`config.mk`:
```
export PLATFORM = sky130hd
export DESIGN_NAME = pipe_stage_buf
export DESIGN_NICKNAME = d
export VERILOG_FILES = /design/src/rtl/pipe_stage_buf.sv
export SDC_FILE = /design/constraint.sdc
export NUM_CORES = 1
export LEC_CHECK = 0
export ABC_AREA = 1
export CORE_ASPECT_RATIO = 1.2
export CORE_MARGIN = 2
export CORE_UTILIZATION = 50
export CTS_CLUSTER_SIZE = 24
export DETAILED_ROUTE_END_ITERATION = 6
export DONT_BUFFER_PORTS = 1
export PLACE_DENSITY = 0.76
export SYNTH_ARGS = -nofsm -noshare
export SYNTH_HDL_FRONTEND = slang
export SYNTH_SLANG_ARGS = --single-unit
export TNS_END_PERCENT = 10
```
`constraint.sdc`:
```
create_clock -name clk -period 4.8 [get_ports clk]
set_clock_uncertainty 0.2 [all_clocks]
set_input_delay 0.72 -clock clk [delete_from_list [all_inputs] [get_ports clk]]
set_output_delay 0.72 -clock clk [all_outputs]
set_load 0.01 [all_outputs]
```
`src/rtl/pipe_stage_buf.sv`:
```
// pipe_stage_buf: elastic valid/ready register between CPU pipeline stages (IF/ID .. MEM/WB).
// Latency: push at edge N is visible on out_valid/out_data after edge N; no fall-through when empty.
// Backpressure: in_ready = !full (READY_PASS=0) or !full || out_ready (READY_PASS=1); flush squashes all entries.
//
// Ports:
//   clk        rising-edge clock for all state
//   rst_n      asynchronous active-low reset: empties the buffer and zeroes storage
//   flush      synchronous squash of every buffered entry; overrides push and pop
//   in_valid   upstream offers in_data
//   in_ready   buffer accepts in_data this cycle
//   in_data    opaque WIDTH-bit stage record from upstream
//   out_valid  head entry is valid
//   out_ready  downstream consumes the head entry this cycle
//   out_data   head entry payload (registered array read)
//   count      number of valid entries, 0..DEPTH
module pipe_stage_buf #(
   parameter int WIDTH      = 32,
   parameter int DEPTH      = 2,
   parameter bit READY_PASS = 1'b0,
   localparam int CW        = $clog2(DEPTH + 1),
   localparam int PW        = (DEPTH > 1) ? $clog2(DEPTH) : 1
) (
   input  logic             clk,
   input  logic             rst_n,
   input  logic             flush,
   input  logic             in_valid,
   output logic             in_ready,
   input  logic [WIDTH-1:0] in_data,
   output logic             out_valid,
   input  logic             out_ready,
   output logic [WIDTH-1:0] out_data,
   output logic [CW-1:0]    count
);

   localparam logic [CW-1:0] DEPTH_C  = CW'(DEPTH);
   localparam logic [PW-1:0] LAST_PTR = PW'(DEPTH - 1);

   logic [WIDTH-1:0] mem [DEPTH];
   logic [PW-1:0]    head;
   logic [PW-1:0]    tail;
   logic [CW-1:0]    cnt_q;
   logic             full;
   logic             empty;
   logic             push;
   logic             pop;

   // Explicit wrap at DEPTH-1 so non-power-of-two depths never index past the array.
   function automatic logic [PW-1:0] ptr_inc(input logic [PW-1:0] p);
      return (p == LAST_PTR) ? '0 : p + PW'(1);
   endfunction

   assign full  = (cnt_q == DEPTH_C);
   assign empty = (cnt_q == '0);

   // With READY_PASS a full buffer still accepts when the head leaves in the
   // same cycle; this is the only combinational path through the block.
   assign in_ready  = !full || (READY_PASS && out_ready);
   assign out_valid = !empty;
   assign out_data  = mem[head];
   assign count     = cnt_q;

   // Handshakes seen during a flush cycle are not completed on either side.
   assign push = in_valid && in_ready && !flush;
   assign pop  = out_valid && out_ready && !flush;

   always_ff @(posedge clk or negedge rst_n) begin
      if (!rst_n) begin
         head  <= '0;
         tail  <= '0;
         cnt_q <= '0;
      end else if (flush) begin
         head  <= '0;
         tail  <= '0;
         cnt_q <= '0;
      end else begin
         if (push) begin
            tail <= ptr_inc(tail);
         end
         if (pop) begin
            head <= ptr_inc(head);
         end
         if (push && !pop) begin
            cnt_q <= cnt_q + CW'(1);
         end else if (pop && !push) begin
            cnt_q <= cnt_q - CW'(1);
         end
      end
   end

   // Storage is zeroed on reset so out_data reads 0 while empty after reset;
   // flush leaves contents alone since the pointers alone define validity.
   always_ff @(posedge clk or negedge rst_n) begin
      if (!rst_n) begin
         for (int i = 0; i < DEPTH; i++) begin
            mem[i] <= '0;
         end
      end else if (push) begin
         mem[tail] <= in_data;
      end
   end

`ifndef SYNTHESIS
   // Occupancy can never exceed the array.
   assert property (@(posedge clk) disable iff (!rst_n) cnt_q <= DEPTH_C);

   // A stalled head must stay put until consumed or squashed.
   assert property (@(posedge clk) disable iff (!rst_n)
      (out_valid && !out_ready && !flush) |=> (out_valid && out_data == $past(out_data)));
`endif

endmodule

```
==> results by group <==
GRT
  – Maximum number of pins on one net before global-route repair: 69
  – First-pass GRT wire length: 10,000 um
  – Vias in the first global route: 2,190
  – Remaining global-route overflow: 0
  – Antenna violations before repair: 0
  – GR Util All Layers: 0.181

Placement
  – Placed Area: 3160 sq um
  – # port buffers: 0
  – Setup WS pre-CTS: 1.94 ns
  – Placed Cells: 443
  – HPWL Detailed: 3620 um
  – GP Congestion: 0.702

Power and ir drop
  – Total power: 2.13 mW
  – PD cells: 622 nW/um^2
  – Worst vdd ir: 296 uV
  – Static Leak: 1.83 nW

Timing
  – Hold slack final: 0.0739 ns
  – RSZ-0062 raised after global routing: false
  – Worst-Margin Slew: 1.05 ns
  – Final setup violation count: 0
  – Final setup margin: 1.60 ns
  – Tcrit/Tclk final: 0.667
  – Max-slew violation count: 0
  – Min Clock Period, post-route: 3.20 ns
  – Slew headroom: 0.297
  – Fmax: 0.312 GHz
  – Final hold vios: 0
  – Setup_tns: 0 ns

CTS
  – Clock transition at path regs: 0.07 ns
  – Number of levels in the clock H-tree: 3
  – Sink Count: 68
  – Hold buffer count at CTS: 1
  – Clock buffer depth: 2
  – CTS tree: done
  – Post-CTS resize count: 0
  – CTS root buffer: clkbuf_8
  – CTS buffer count: 9
  – Setup repair bufs after CTS: 0
  – Worst-Skew Late Latency: 0.33 ns

Critical path
  – Worst EP arrival: 2.28 ns
  – CP endpoint: out_data[1]
  – Endpoint class of the critical path: output port
  – Crit path required time: 3.88 ns
  – Reg-to-reg endpoint: mem[11]
  – Crit start category: flop
  – Reg2reg start: count[0]
  – Reg2Reg Depth: 4
  – CP max FO: 34
  – Reg2reg setup slack: 2.39 ns
  – Critical Path Start: head
  – Crit path kind: flop to output port

Cells and area
  – Nets: 410
  – Non-filler cells, final: 459
  – Layout cells sized above 1: 0.170
  – Ant diodes: 0
  – Area growth syn-to-layout: 7.87%
  – Final Core Density: 0.563
  – Final Instance Area: 3430 sq um
  – Commonest non-fill, non-tap cells in the layout: nand2_1 (153), dfrtp_1 (68), inv_1 (37), o21ai_0 (26), o21ai_2 (23)
  – Commonest non-fill, non-tap cell in the layout: nand2_1
  – Filler cell count: 584

Drt
  – Pre-antenna DRT Iters: 4
  – Wire per inst: 12.6 um
  – DRC: 0
  – Routed WL: 5810 um
  – DRT iter0 DRCs: 181
  – Vias: 2,289
  – Vias per inst: 4.99
  – ANT nets after route: 0

Yosys
  – Post-Syn Area: 3180 sq um
  – Cells after Synth: 380
  – Mean Syn Cell Area: 8.36 sq um
  – Synth unique cells: 21
  – Sequential-to-total area share from yosys stat: 0.535
  – YS warnings: 0
  – Yosys reg bits: 68
  – Syn Nets: 417

Worst hold path
  – HP Class: input port to asynchronous set/reset pin

Die
  – Die height: 91.3 um
  – Width of the die: 76.8 um
  – Initial core utilization: 0.522
  – I/O pin count: 73
  – Die area: 7010 sq um
  – Core Region: 6090 sq um
  – Row cnt: 31

Job
  – Max-cap violations: 0

Run status
  – Status: completed
-- cell usage after synthesis --
| cell type | count | area share |
|---|---|---|
| a21oi_1 | 1 | 0.0016 |
| a21oi_2 | 1 | 0.0028 |
| buf_2 | 3 | 0.0047 |
| buf_6 | 6 | 0.021 |
| clkbuf_1 | 8 | 0.0094 |
| clkbuf_2 | 3 | 0.0047 |
| clkinv_1 | 2 | 0.0024 |
| dfrtp_1 | 68 | 0.54 |
| inv_1 | 37 | 0.044 |
| inv_2 | 1 | 0.0012 |
| nand2_1 | 153 | 0.18 |
| nand2_2 | 18 | 0.035 |
| nand2_4 | 1 | 0.0035 |
| nand3_1 | 5 | 0.0079 |
| nand3_2 | 2 | 0.0063 |
| nand4_1 | 1 | 0.0020 |
| nor2_1 | 2 | 0.0024 |
| o21ai_0 | 26 | 0.041 |
| o21ai_1 | 18 | 0.028 |
| o21ai_2 | 23 | 0.063 |
| or2_1 | 1 | 0.0020 |
-- sequential cells by signal, summed over array words and instances (netlist names) --
| name | flops |
|---|---|
| count | 2 |
| head | 1 |
| mem | 64 |
| tail | 1 |
-- where the power goes --
part / total, mW / internal [mW] / switching, mW
combinational: 0.628 / 0.210 / 0.417
sequential: 0.948 / 0.807 / 0.141
clock: 0.558 / 0.355 / 0.203
-- worst min path at each step --
stage	from	to	slack (ns)	cells past startpoint
finish	rst_n	count[1]	0.07	1
global route	rst_n	mem[47]	0.08	1
CTS	rst_n	mem[47]	0.07	1
detailed placement	rst_n	count[0]	0.23	0
global placement	rst_n	count[0]	0.23	0
floorplan	rst_n	count[0]	0.22	0
-- layout make-up --
cell class / instances / area [sq um] / share of cell area
Tap cell: 82 / 103 / 0.0299
Multi-Input combinational cell: 252 / 1200 / 0.350
Inverter: 40 / 150 / 0.0438
Clock inverter: 5 / 100 / 0.0292
Clock buffer: 10 / 138 / 0.0401
Timing Repair Buffer: 2 / 35.0 / 0.0102
Sequential cell: 68 / 1700 / 0.496
-- worst max-delay path, stage by stage, from the launching register on --
cell and delay, ns:
dfrtp_1 0.33, buf_4 0.33, clkinv_1 0.89, nand2_1 0.27, nand2_1 0.15
-- metal layers --
| layer | GRT usage | wire (um) |
|---|---|---|
| met1 | 0.219 | 2650 |
| met2 | 0.297 | 2720 |
| met3 | 0.0517 | 346 |
| met4 | 0.0864 | 92 |
| met5 | 0 | 0 |
-- cell families after synthesis --
kind of cell | share of synthesized area
buf+inv | 0.0874
simple gates | 0.240
flops | 0.535
compound gates | 0.137
Note: power is estimated with default switching activity, not from simulation.
